## config.mk

```make
export PLATFORM = sky130hd
export DESIGN_NAME = core_dispatch_sched
export DESIGN_NICKNAME = d
export VERILOG_FILES = /design/src/rtl/core_dispatch_sched.sv
export SDC_FILE = /design/constraint.sdc
export NUM_CORES = 1
export LEC_CHECK = 0
export CORE_UTILIZATION = 35
export DETAILED_ROUTE_END_ITERATION = 8
export SLEW_MARGIN = 20
export SYNTH_ARGS = -nofsm -noshare
export SYNTH_HDL_FRONTEND = slang
export SYNTH_SLANG_ARGS = --single-unit
```

## constraint.sdc

```tcl
create_clock -name clk -period 3.45 [get_ports clk]
set_input_delay 0.345 -clock clk [delete_from_list [all_inputs] [get_ports clk]]
set_output_delay 0.345 -clock clk [all_outputs]
set_load 0.005 [all_outputs]
```

## src/rtl/core_dispatch_sched.sv

```systemverilog
// core_dispatch_sched: hands convolution tiles to NUM_CORE compute cores.
// A free core is granted round-robin on loader request. The core's start
// pulse fires once loading completes. Tiles retire on per-core done pulses.
// A one-cycle done pulse marks the end of the layer.
`timescale 1ns/1ps

module core_dispatch_sched #(
  parameter int unsigned NUM_CORE      = 4,
  parameter int unsigned TILE_CNT_W    = 12,
  localparam int unsigned LOG2_NUM_CORE = $clog2(NUM_CORE)
) (
  input  logic                     clk,
  input  logic                     resetn,
  input  logic                     start,
  input  logic [TILE_CNT_W-1:0]    total_tiles,
  input  logic                     core_req,
  output logic                     core_gnt,
  output logic [LOG2_NUM_CORE-1:0] core_gnt_id,
  input  logic                     load_done,
  output logic [NUM_CORE-1:0]      which_core_start,
  input  logic [NUM_CORE-1:0]      which_core_done,
  output logic [NUM_CORE-1:0]      core_busy,
  output logic [TILE_CNT_W-1:0]    tiles_issued,
  output logic [TILE_CNT_W-1:0]    tiles_completed,
  output logic                     done
);

  typedef enum logic [2:0] {
    S_IDLE,
    S_ARB,
    S_LOAD,
    S_FIRE,
    S_WAIT_ALL,
    S_DONE
  } state_e;

  state_e                   state_q, state_d;
  logic [LOG2_NUM_CORE-1:0] rr_q, rr_d;
  logic [TILE_CNT_W-1:0]    total_q, total_d;
  logic [NUM_CORE-1:0]      busy_q, busy_d;
  logic                     gnt_q, gnt_d;
  logic [LOG2_NUM_CORE-1:0] gnt_id_q, gnt_id_d;
  logic [NUM_CORE-1:0]      start_q, start_d;
  logic [TILE_CNT_W-1:0]    issued_q, issued_d;
  logic [TILE_CNT_W-1:0]    completed_q, completed_d;
  logic                     done_q, done_d;

  logic                     found;
  logic [LOG2_NUM_CORE-1:0] free_id;
  logic [LOG2_NUM_CORE-1:0] cand;
  logic [NUM_CORE-1:0]      accepted;
  logic [LOG2_NUM_CORE:0]   pop;
  logic [TILE_CNT_W-1:0]    issued_inc;

  assign issued_inc = issued_q + TILE_CNT_W'(1);

  // First free core scanning from rr_q upward, using busy flags from the start of the cycle.
  always_comb begin
    found   = 1'b0;
    free_id = '0;
    cand    = '0;
    for (int unsigned off = 0; off < NUM_CORE; off++) begin
      cand = LOG2_NUM_CORE'((32'(rr_q) + off) % NUM_CORE);
      if (!found && !busy_q[cand]) begin
        found   = 1'b1;
        free_id = cand;
      end
    end
  end

  // Accepted completions: busy cores only, never the pending core before its start pulse.
  always_comb begin
    accepted = '0;
    if (state_q != S_IDLE) begin
      accepted = which_core_done & busy_q;
      if (state_q == S_LOAD || state_q == S_FIRE) begin
        accepted[gnt_id_q] = 1'b0;
      end
    end
    pop = '0;
    for (int unsigned i = 0; i < NUM_CORE; i++) begin
      pop = pop + {{LOG2_NUM_CORE{1'b0}}, accepted[i]};
    end
  end

  // Next-state and output logic. Pulse outputs default low every cycle.
  always_comb begin
    state_d     = state_q;
    rr_d        = rr_q;
    total_d     = total_q;
    gnt_d       = 1'b0;
    gnt_id_d    = gnt_id_q;
    start_d     = '0;
    issued_d    = issued_q;
    done_d      = 1'b0;
    busy_d      = busy_q & ~accepted;
    completed_d = completed_q + TILE_CNT_W'(pop);

    case (state_q)
      S_IDLE: begin
        if (start) begin
          total_d     = total_tiles;
          issued_d    = '0;
          completed_d = '0;
          state_d     = (total_tiles == '0) ? S_DONE : S_ARB;
        end
      end
      S_ARB: begin
        // A grant targets a core that was free in busy_q, so it can never
        // collide with a core being cleared in this same cycle.
        if (core_req && found) begin
          gnt_d          = 1'b1;
          gnt_id_d       = free_id;
          busy_d[free_id] = 1'b1;
          rr_d           = LOG2_NUM_CORE'((32'(free_id) + 32'd1) % NUM_CORE);
          state_d        = S_LOAD;
        end
      end
      S_LOAD: begin
        if (load_done) begin
          state_d = S_FIRE;
        end
      end
      S_FIRE: begin
        start_d[gnt_id_q] = 1'b1;
        issued_d          = issued_inc;
        state_d           = (issued_inc == total_q) ? S_WAIT_ALL : S_ARB;
      end
      S_WAIT_ALL: begin
        if (completed_q == total_q) begin
          state_d = S_DONE;
        end
      end
      S_DONE: begin
        done_d  = 1'b1;
        state_d = S_IDLE;
      end
      default: begin
        state_d = S_IDLE;
      end
    endcase
  end

  // State and registered outputs; reset clears everything, in-flight tiles included.
  always_ff @(posedge clk or negedge resetn) begin
    if (!resetn) begin
      state_q     <= S_IDLE;
      rr_q        <= '0;
      total_q     <= '0;
      busy_q      <= '0;
      gnt_q       <= 1'b0;
      gnt_id_q    <= '0;
      start_q     <= '0;
      issued_q    <= '0;
      completed_q <= '0;
      done_q      <= 1'b0;
    end else begin
      state_q     <= state_d;
      rr_q        <= rr_d;
      total_q     <= total_d;
      busy_q      <= busy_d;
      gnt_q       <= gnt_d;
      gnt_id_q    <= gnt_id_d;
      start_q     <= start_d;
      issued_q    <= issued_d;
      completed_q <= completed_d;
      done_q      <= done_d;
    end
  end

  assign core_gnt         = gnt_q;
  assign core_gnt_id      = gnt_id_q;
  assign which_core_start = start_q;
  assign core_busy        = busy_q;
  assign tiles_issued     = issued_q;
  assign tiles_completed  = completed_q;
  assign done             = done_q;

endmodule

```

### Word-level counts from Yosys, hierarchy flattened

Cells that the tools add are included.

* register bits: 53
* latch bits: 0
* bits in writable memories: 0
* bits in read-only memories: 0
* output and inout bits: 36
* logic and storage cells: 103
* memories kept: 0

* $add $sub $neg: 9
* $mul: 0
* divide/modulo/power cells: 0
* $lt $le $gt $ge: 8
* equality and inequality tests: 11
* shift-type cells: 0
* muxes and demuxes: 39
* bitwise gates (word level): 6
* reductions and logical operators: 20

Operators by type and width (number)
* two-way mux 12 bit: 3
* == test 12 bit: 2
* case mux 12 bit (2 select lines): 1
* two-way mux 4 bit: 5
* less-than comparator 2 x 3 -> 1 bit, second input constant: 6
* two-way mux 3 bit: 6
* case mux 3 bit (5 select lines): 1
* two-way mux 1 bit: 13
* adder 12 x 1 -> 12 bit, second input constant: 1
* adder 12 x 3 -> 12 bit: 1
* bitwise AND 4 bit: 3
* logical NOT 12 bit: 1
* binary-select mux 1 bit (select 2 bit): 4
* two-way mux 2 bit: 4
* != test 2 bit, second input constant: 4
* NOT 4 bit: 2
* == test 3 x 2 -> 1 bit, second input constant: 2
* == test 3 bit, second input constant: 2
* logical AND 1 bit: 6
* AND reduction 2 bit: 3
* logical NOT 1 bit: 5
* adder 2 x 1 -> 2 bit, second input constant: 2
* adder 2 bit, second input constant: 2
* demux 1 bit (select 2 bit): 2
* 11 further kinds: 12

### Longest topological paths before layout

Gate-level depths: netlist of run 1.

* depth in word-level cells: 19
* mapped depth: 14
* depth with buffers taken out: 13

### Worst setup path after synthesis of run 1

No wires, ideal clock.

* kind: register to register
* start point: register state_q[1]
* end point: register completed_q[6], in the netlist tiles_completed[6]
* setup time: 0.078 ns
* data arrival time: 2.803 ns
* required time: 3.372 ns
* slack: 0.569 ns
* cell stages (with the launch flop): 12
* buffers on the path: 1
* period minus slack after synthesis: 2.881 ns
* cells stage by stage: dfrtp_1 > clkbuf_1 > nor2b_1 > a31oi_1 > fa_1 > inv_1 > fa_1 > inv_1 > fa_1 > nand3_1 > or3_1 > a21oi_1

* word-level cells in the longest chain between the ends: 10
* elaborated cells on any way between the ends: 13
* classes of those cells: add/sub (4); eq/ne (2); mux (4); reduce/logical (3)

Ends and longest elaborated chain
* start: declaration: line 37 `state_e state_q, state_d;`
* start signal: assignment: line 158 `state_q <= state_d;`
* == test 3 x 2 -> 1 bit: line 76 `if (state_q == S_LOAD || state_q == S_FIRE) begin`
* logical OR 1 bit: line 76
* two-way mux 4 bit: line 76
* two-way mux 4 bit: line 74 `if (state_q != S_IDLE) begin`
* adder 1 x 1 -> 2 bit: line 82 `pop = pop + {{LOG2_NUM_CORE{1'b0}}, accepted[i]};`
* adder 2 x 1 -> 3 bit: line 82
* adder 3 x 1 -> 3 bit: line 82
* adder 12 x 3 -> 12 bit: line 97 `completed_d = completed_q + TILE_CNT_W'(pop);`
* two-way mux 12 bit: line 101 `if (start) begin`
* two-way mux 12 bit (*): line 99 `case (state_q)`
* via completed_d[6]: line 45 `logic [TILE_CNT_W-1:0] completed_q, completed_d;`
* end signal: assignment: line 166 `completed_q <= completed_d;`
* end: declaration: line 45

Mark *: on every way through the listed nets, which the timed path passes. The rest lies on a longest branch.
A chain may end at the register's enable or synchronous reset.

### Worst setup path in the final report of run 1

Same ends and word-level chain as after synthesis.

==> summary.txt, run 1 <==
Outcome
  • Status: completed

Finish
  • Antenna diodes: 0
  • Final nets: 399
  • Fillcell total: 841
  • Fin cells: about 480
  • Reg area: around 0.0013 mm²
  • Synth-to-Final Area Change: 24.91%
  • Layout cells sized above 1: 7.838%
  • Multi-input gate area: 0.001565 mm²

CTS
  • Clk slew on worst S/H paths: 100 ps
  • Clock Tree Buf Depth: 2
  • Root buffer cell: clkbuf_8
  • Clock Latency Late Sink: between 300 and 400 ps
  • CTS tree: done
  • Cts repair resizes: 0
  • Hold Buf Count CTS: 0
  • TritonCTS buffer count: 5
  • H-tree lvl count: 2
  • Post CTS Setup Buffer Count: 0
  • Clk sinks: 53

Timing
  • Slew @ Worst Pin: 755.5 ps
  • Min cycle time layout: roughly 3100 ps
  • Max transition margin: roughly 50%
  • Final hold violations: 0
  • Pins Over Slew Limit: 0
  • Unrepaired setup endpoints after global routing: no
  • Tcrit/Tclk final: around nine tenths
  • Final Hold Slack: roughly 90 ps
  • Fin Setup TNS: 0 ps
  • Setup Viol. Count Final: 0
  • Max Fclk: 327.2 MHz
  • Worst Skew: 8.935 ps

Die
  • Core area: 0.008258 mm²
  • DIE HEIGHT: ~94 µm
  • Io pins: 57
  • Initial core utilization: 36.26%
  • Die width: 94.49 µm
  • Die area: 0.008928 mm²
  • Rows: 33

Power
  • Power Dens Cells: 684.8 mW/mm²
  • Overall Power: between 2 and 3 mW
  • Worst vdd ir: about 0.00027 V
  • LEAKAGE: about 1.6 nW

Routing
  • Post-DR vias/cell: 5.173
  • Initial DRC count: between 100 and 150
  • TritonRoute pass-1 iters: 4
  • # DRC: 0
  • DRT Wirelength: 7.334 mm
  • WL/cell: 15.44 µm
  • Total number of vias: 2457
  • Detail Route Antenna Nets: 0

Setup path
  • Reg2Reg Depth: 10
  • Cell Chain, Critical Path: nor2b_1 > a31oi_1 > fa_1 > inv_1 > fa_1 > inv_1 > fa_1 > nand3_1 > or3_1 > a21oi_1
  • R2R setup slack: 390 ps
  • Critical path's largest stage delay: 520 ps
  • Crit path kind: flip-flop to flip-flop
  • Worst r2r src: state_q[1]
  • CP max FO: 10
  • Critical path data required time: 3690 ps
  • Crit-path most repeated cell: fa_1
  • CP Data Arrival Time: 3300 ps
  • RR Endpoint: tiles_completed[6]
  • Crit path max-delay cell type: fa_1
  • Startpoint Class: flip-flop
  • Worst setup EP type: flip-flop

GRT
  • Number of antenna violations at the first check in global routing: 0
  • First-pass GRT wire length: around 12 mm
  • Largest net degree at the start of global routing: 34
  • Total grt overflow: 0
  • Global Route Usage Sum: between 10% and 20%
  • Vias in the first global route: 2490

Logic synthesis
  • Area leader, netlist: dfrtp_1
  • Most common cell in the netlist: dfrtp_1
  • Register area share after synthesis: 44.30%
  • Warnings from Yosys: 0
  • Top cell type's share of synthesized area: between 40% and 50%
  • Main synth FF type: dfrtp_1
  • Mean Syn Cell Area: 9.535 µm²
  • Ys async rst share: 100.0%
  • Synth top area cells: dfrtp_1 (44%), xor2_1 (7.0%), o21ai_0 (4.8%)
  • Yosys reg bits: 53
  • Synthesized instance count: approximately 310
  • Netlist cell types: 45
  • Number of synthesized flops with an enable pin: 0
  • Syn nets: 344
  • Post-synthesis instance area: 0.002994 mm²
  • Top cells by instance count after synthesis: dfrtp_1 (53), nand2_1 (33), o21ai_0 (29)

Worst hold path
  • Worst Hold Class: primary input to async pin

Placement
  • HPWL Detailed: 5.511 mm
  • RePlAce Congestion: ~0.87
  • Post-Place Cells: 467
  • PortBufs: 56

Job
  • Max_cap viols: 0
==> cells in the final DEF (no fill, tap or decap), types with 6 or more instances in the layout <==
master            n
nor2_1           27
o21ai_0          29
xor2_1           24
nor4_1            6
ha_1              6
and3_1            6
a21oi_1          11
xnor2_1          12
dfrtp_1          53
nand2_1          33
nand3_1           9
clkdlybuf4s50_1  55
mux2_2           11
nor3_1            9
inv_1            12
==> where the power goes <==
part / internal [mW] / total [mW] / leakage (nW) / switching [mW]
Sequential: 0.800 / 1.08 / 0.689 / 0.284
Combinational: 0.578 / 1.12 / 0.863 / 0.540
Clock: 0.141 / 0.358 / 0.0439 / 0.218
==> cell families (layout without fill, tap and decap cells) <==
kind of cell	Yosys count	after routing	synth area share, %
flip-flops	53	53	44.30
AO/OA/AOI/OAI	69	69	15.04
multiplexers	11	11	4.137
buffers and inverters	24	80	3.427
AND/OR/NAND/NOR	112	112	18.05
adder cells (fa/ha/maj)	9	9	4.513
XOR/XNOR	36	36	10.53
==> flip-flops by register name, summed over array words and instances, names as in the netlist, 2 cells and up <==
name              cells
rr_q                  2
tiles_completed      12
total_q              12
state_q               3
which_core_start      4
core_gnt_id           2
core_busy             4
tiles_issued         12
==> layout make-up <==
class                      count  area share [%]
inverter                      12           1.204
timing repair buffer          60           15.66
sequential                    53           35.46
multi-input combinational    237           41.85
clock inverter                 3          0.4684
tap                          105           3.513
clock buffer                   5           1.840
==> worst max-delay path by stage <==
stage | startpoint | end | slack, ps | depth (start not counted)
detailed placement | state_q[1] | tiles_completed[6] | 440 | 10
CTS | state_q[1] | tiles_completed[6] | 410 | 10
finish | state_q[1] | tiles_completed[6] | 390 | 10
global placement | which_core_done[2] | tiles_completed[8] | 490 | 11
floorplan | state_q[1] | tiles_completed[6] | 570 | 11
global route | state_q[1] | tiles_completed[8] | 60 | 12
==> metal layers <==
metal	share of wire (%)	global-route usage, %
met5	0	0
met4	1.8	6.566
met3	2.7	2.254
met2	47	28.68
met1	48	24.77
==> critical path, delay by kind of cell, from the launching register on <==
family	cells	cell delay, ps
simple gates	3	910
fa+ha+maj	3	1100
buf+inv	2	150
flops	1	510
compound gates	2	320
==> through the flow <==
step                      utilization, %  instance area [µm²]  worst slack, ps
final                              45.29                 3740            393.7
after global routing               45.29                 3740            62.87
after CTS                          45.29                 3740            410.0
after detailed placement           44.24                 3654            435.1
after global placement             44.24                 3654            486.7
after floorplan                        -                 2994            569.0
(Power assumes the default switching activity.)
==> run 2: changes to the inputs <==
CORE_ASPECT_RATIO = 1.25   (was default)
==> run 2 against run 1 <==
  * Clock skew grew 1.8 ps
  * Wire length up 1.5%
  * Via count increased by 1.2%
  * First-iteration DRC count increased by 35%
  * Non-clock buffer count unchanged
  * Clock-buffer cell count grew 2
  * Cell count shrank 1.7%
  * Sequential share of layout area fell by 0.19 points
  * Cell area increased by 0.54%
  * Global-route usage fell by 0.37 points
  * Worst hold slack improved by 39 ps
  * Combinational power is essentially flat
  * Critical endpoint is now tiles_completed[8]
==> summary.txt, run 2 (synthesis results as in run 1) <==
Outcome
  • Status: completed

Routing
  • TritonRoute pass-1 iters: 4 (unchanged)
  • Initial DRC count: 165 (+35%)
  • Detail Route Antenna Nets: 0 (unchanged)
  • DRT Wirelength: 7.443 mm (+1.5%)
  • Total number of vias: 2486 (+1.2%)
  • Post-DR vias/cell: 5.323 (+2.9%)
  • # DRC: 0 (unchanged)
  • WL/cell: 15.94 µm (+3.2%)

CTS
  • Clk sinks: 53 (unchanged)
  • Clk slew on worst S/H paths: 100 ps (about the same)
  • Hold Buf Count CTS: 0 (unchanged)
  • Root buffer cell: clkbuf_8
  • TritonCTS buffer count: 5 (unchanged)
  • Clock Tree Buf Depth: 2 (unchanged)
  • Cts repair resizes: 0 (unchanged)
  • CTS tree: done
  • H-tree lvl count: 2 (unchanged)
  • Clock Latency Late Sink: 310 ps (about the same)
  • Post CTS Setup Buffer Count: 0 (unchanged)

Placement
  • RePlAce Congestion: 0.8591 (-1.3%)
  • PortBufs: 56 (unchanged)
  • Dpl cell area: 0.003643 mm² (-0.27%)
  • HPWL Detailed: 5.608 mm (+1.8%)

Finish
  • Commonest non-fill, non-tap cells in the layout: clkdlybuf4s50_1 (55), dfrtp_1 (53), nand2_1 (33), o21ai_0 (29), nor2_1 (27)
  • Synth-to-Final Area Change: 25.57%
  • Layout Utilization: 45.37% (+0.084 points)
  • Layout Cell Area excl Fill: 0.003760 mm² (+0.54%)
  • Final nets: 399 (unchanged)
  • Commonest non-fill, non-tap cell in the layout: clkdlybuf4s50_1
  • Antenna diodes: 0 (unchanged)
  • Layout cells sized above 1: 7.568% (-0.27 points)

Setup path
  • Crit path kind: flip-flop to flip-flop
  • Worst setup EP type: flip-flop
  • CP max FO: 10 (unchanged)
  • Startpoint Class: flip-flop
  • CP Data Arrival Time: 3330 ps (+30 ps)
  • Reg2Reg Depth: 10 (unchanged)
  • Critical path data required time: 3680 ps (about the same)

Die
  • Rows: 37 (+12%)
  • Initial core utilization: 36.13% (-0.13 points)
  • Io pins: 57 (unchanged)
  • Die area: 0.008931 mm² (about the same)
  • DIE HEIGHT: 105.4 µm (+12%)
  • Die width: 84.73 µm (-10%)
  • Core area: 0.008287 mm² (+0.35%)

Timing
  • Final Hold Slack: 129.4 ps (+38.91 ps)
  • Worst Skew: 10.72 ps (+1.789 ps)
  • Fin Setup TNS: 0 ps (unchanged)
  • Max Fclk: 323.0 MHz (-1.3%)
  • Max transition margin: 42.95% (-6.7 points)
  • Slew @ Worst Pin: 855.8 ps (+100.3 ps)
  • Pins Over Slew Limit: 0 (unchanged)
  • Final hold violations: 0 (unchanged)
  • Tcrit/Tclk final: 89.74% (+1.2 points)
  • Min cycle time layout: 3096 ps (+39.79 ps)
  • Setup Viol. Count Final: 0 (unchanged)
  • Unrepaired setup endpoints after global routing: no

GRT
  • Vias in the first global route: 2465 (-1.0%)
  • Number of antenna violations at the first check in global routing: 0 (unchanged)
  • Largest net degree at the start of global routing: 39 (+15%)
  • Global Route Usage Sum: 17.54% (-0.37 points)
  • First-pass GRT wire length: 12.36 mm (-0.45%)
  • Total grt overflow: 0 (unchanged)

Power
  • Worst vdd ir: 0.0003108 V (+15%)
  • LEAKAGE: 1.610 nW (+0.91%)
  • Power Dens Cells: 705.9 mW/mm² (+3.1%)

Job
  • Max_cap viols: 0 (unchanged)

Worst hold path
  • Worst Hold Class: primary input to async pin
==> run 2: changes by cell type in the layout (fill, tap and decap cells not counted) <==
| cell | before | now |
|---|---|---|
| clkinv_2 | 2 | 0 |
| bufinv_16 | 0 | 1 |
| clkbuf_8 | 5 | 6 |
| clkbuf_1 | 0 | 1 |
| clkinvlp_4 | 1 | 0 |
==> run 2: worst max-delay path: stages (launching register included) <==
cell	delay, ps
dfrtp_1	520
nor2b_1	310
a31oi_1	180
fa_1	520
inv_1	50
fa_1	390
inv_1	100
fa_1	210
nand3_1	210
or3_1	400
a21oi_1	140
==> run 2: routing by layer <==
metal	GRT usage, %	routed length (µm)	vias to the layer above
li1	-	-	1213
met1	22.86	3343	1214
met2	30.20	3781	50
met3	2.193	186	9
met4	5.569	131	0
met5	0	0	-
==> run 2: area by class of cell <==
class | instances | area (µm²)
clock buffers | 7 | 86.33
clock inverters | 1 | 30.03
fillers | 790 | 4527
inverters | 12 | 45.04
multi-input cells | 237 | 1565
flip-flops and latches | 53 | 1326
well taps | 97 | 121.4
repair buffers | 60 | 585.6
==> run 2: stage by stage <==
step                worst slack [ps]  total power, mW  std cells
floorplan                      569.0            1.786        314
global placement               468.6            2.200        459
detailed placement             380.0            2.223        459
CTS                            353.3            2.675        467
global route                   72.18            2.878        467
finish                         353.9            2.654        467
==> run 2: power breakdown <==
group,internal [mW],switching (mW)
clock network,0.237,0.211
registers,0.800,0.280
logic,0.581,0.544
==> run 2: final timing paths <==
check	start	to	slack, ps
worst max-delay path	state_q[1]	tiles_completed[8]	350
worst min-delay path	resetn	tiles_issued[5]	130
worst max register to register	state_q[1]	tiles_completed[8]	350
worst min register to register	tiles_issued[11]	tiles_issued[11]	530
max in group asynchronous	resetn	state_q[0]	2560
min in group clk	tiles_issued[11]	tiles_issued[11]	530
==> run 3: changes to the inputs <==
--- a/config.mk
+++ b/config.mk
@@ -10,3 +10,3 @@
 export DETAILED_ROUTE_END_ITERATION = 8
-export SLEW_MARGIN = 20
+export SLEW_MARGIN = 40
 export SYNTH_ARGS = -nofsm -noshare
==> constraint.sdc (replaced) <==
create_clock -name clk -period 3.45 [get_ports clk]
set_input_delay 0.69 -clock clk [delete_from_list [all_inputs] [get_ports clk]]
set_output_delay 0.69 -clock clk [all_outputs]
set_load 0.005 [all_outputs]
==> run 3 against run 2 <==
  * First-iteration DRC count down 17%
  * Total power down 2.1%
  * Critical path depth up 2
  * Sequential share of layout area up 0.14 points
  * Utilization down 0.18 points
  * Global-route usage up 0.16 points
  * Cell area down 0.40%
  * Clock skew down 1.7 ps
  * Fmax down 0.49%
  * Wire length down 0.19%
  * Die area unchanged
  * Critical path type unchanged
  * Largest power group unchanged
  * Highest routed layer unchanged
==> summary.txt, run 3 (synthesis results as in run 1) <==
Timing
  • Setup ws final: 338.8 ps (-15.13 ps)
  • Unrepaired setup endpoints after global routing: no
  • Setup Viol. Count Final: 0 (unchanged)
  • Min cycle time layout: 3111 ps (+15.13 ps)
  • Max transition margin: 56.95% (+14 points)
  • Max Fclk: 321.4 MHz (-0.49%)
  • Slew @ Worst Pin: 643.3 ps (-212.5 ps)
  • Pins Over Slew Limit: 0 (unchanged)
  • Fin Setup TNS: 0 ps (unchanged)
  • Worst Skew: 9.045 ps (-1.679 ps)
  • Tcrit/Tclk final: 90.18% (+0.44 points)
  • Final hold violations: 0 (unchanged)

CTS
  • Hold Buf Count CTS: 0 (unchanged)
  • Post CTS Setup Buffer Count: 0 (unchanged)
  • Root buffer cell: clkbuf_8
  • Clock Latency Late Sink: 310 ps (about the same)
  • CTS tree: done
  • H-tree lvl count: 2 (unchanged)
  • Clk slew on worst S/H paths: 100 ps (about the same)
  • Clk sinks: 53 (unchanged)
  • TritonCTS buffer count: 5 (unchanged)
  • Cts repair resizes: 0 (unchanged)
  • Clock Tree Buf Depth: 2 (unchanged)

Finish
  • Layout cells sized above 1: 7.838% (+0.27 points)
  • Fin cells: 467 (unchanged)
  • Commonest non-fill, non-tap cell in the layout: clkdlybuf4s50_1
  • Layout Utilization: 45.19% (-0.18 points)
  • Final nets: 399 (unchanged)
  • Synth-to-Final Area Change: 25.07%
  • Commonest non-fill, non-tap cells in the layout: clkdlybuf4s50_1 (55), dfrtp_1 (53), nand2_1 (33), o21ai_0 (29), nor2_1 (27)
  • Antenna diodes: 0 (unchanged)

Die
  • Io pins: 57 (unchanged)
  • Rows: 37 (unchanged)
  • DIE HEIGHT: 105.4 µm (unchanged)
  • Initial core utilization: 36.13% (unchanged)
  • Die area: 0.008931 mm² (unchanged)
  • Core area: 0.008287 mm² (unchanged)
  • Die width: 84.73 µm (unchanged)

Routing
  • WL/cell: 15.91 µm (-0.19%)
  • Initial DRC count: 137 (-17%)
  • DRT Wirelength: 7.429 mm (-0.19%)
  • Detail Route Antenna Nets: 0 (unchanged)
  • # DRC: 0 (unchanged)
  • TritonRoute pass-1 iters: 4 (unchanged)
  • Post-DR vias/cell: 5.321 (about the same)
  • Total number of vias: 2485 (-0.040%)

Power
  • Comb power frac: 43.2% (+0.8 points)
  • NetSw: 1.035 mW (about the same)
  • Clock power frac: 15.0% (-1.9 points)
  • P_int: 1.564 mW (-3.4%)
  • Power Dens Cells: 694.1 mW/mm² (-1.7%)
  • LEAKAGE: 1.606 nW (-0.26%)
  • Worst vdd ir: 0.0002154 V (-31%)
  • Register share of total power: 41.8% (+1.1 points)
  • Switching Share: 39.82% (+0.82 points)

Setup path
  • Startpoint Class: flip-flop
  • Reg2Reg Depth: 12 (+2)
  • CP max FO: 10 (unchanged)
  • Crit path max-delay cell type: fa_1
  • Crit path kind: flip-flop to flip-flop
  • Cell Chain, Critical Path: nor2_1 > nand2_1 > nand3_1 > a31oi_1 > fa_1 > inv_1 > fa_1 > inv_1 > fa_1 > nand3_1 > or3_1 > a21oi_1
  • Crit-path most repeated cell: fa_1
  • Buf/Inv on CP: 2 (unchanged)
  • Worst setup EP type: flip-flop
  • Critical path data required time: 3690 ps (about the same)
  • Critical path's largest stage delay: 540 ps (+20 ps)
  • Instance count on the critical path: 12 (+2)
  • CP delay by family, top: adder cells
  • CP Data Arrival Time: 3350 ps (+20 ps)

Placement
  • HPWL Detailed: 5.620 mm (+0.21%)
  • Pre-CTS setup slack: 102.9 ps (-277.1 ps)
  • PortBufs: 56 (unchanged)
  • Post-Place Cells: 459 (unchanged)
  • RePlAce Congestion: 0.9067 (+5.5%)

GRT
  • Total grt overflow: 0 (unchanged)
  • Vias in the first global route: 2456 (-0.37%)
  • First-pass GRT wire length: 12.41 mm (+0.40%)
  • Number of antenna violations at the first check in global routing: 0 (unchanged)
  • Global Route Usage Sum: 17.70% (+0.16 points)
  • Largest net degree at the start of global routing: 39 (unchanged)

Outcome
  • Status: completed

Worst hold path
  • Worst Hold Class: primary input to async pin

Job
  • Max_cap viols: 0 (unchanged)
==> run 3: cell count changes in the layout (fill, tap and decap cells not counted), sizes merged <==
cell    before  now
bufinv       1    0
clkinv       0    1
==> run 3: area by class of cell <==
class,count,area [µm²]
inverter,12,45.04
timing repair buffer,60,585.6
clock inverter,1,5.005
sequential,53,1326
clock buffer,7,96.34
tap,97,121.4
multi-input combinational,237,1565
fill,785,4542
==> run 3: per-stage QoR <==
step	power, mW	hold WS, ps	area, µm²
after floorplan	1.786	394.4	2994
after CTS	2.626	281.4	3745
after global routing	2.813	292.7	3745
final	2.599	267.8	3745
after global placement	2.203	523.6	3643
after detailed placement	2.224	530.5	3643
==> run 3: final timing paths <==
kind	startpoint	to	slack, ps
worst min-delay path	resetn	tiles_issued[4]	270
worst max-delay path	state_q[1]	tiles_completed[6]	340
worst max register to register	state_q[1]	tiles_completed[6]	340
min in group clk	core_gnt_id[0]	which_core_start[2]	540
worst min register to register	core_gnt_id[0]	which_core_start[2]	540
max in group asynchronous	resetn	core_gnt_id[1]	2350
==> run 3: metal layers <==
layer	wire length, µm	global-route usage (%)
met1	3386	23.27
met2	3721	29.56
met3	193	2.428
met4	129	6.659
met5	0	0
==> run 3: power by group through the flow <==
stage	sequential [mW]	clock, mW	combinational [mW]
global placement	1.09	0	1.11
finish	1.09	0.389	1.12
detailed placement	1.10	0	1.13
global route	1.12	0.424	1.26
CTS	1.09	0.406	1.13
floorplan	1.00	0	0.784
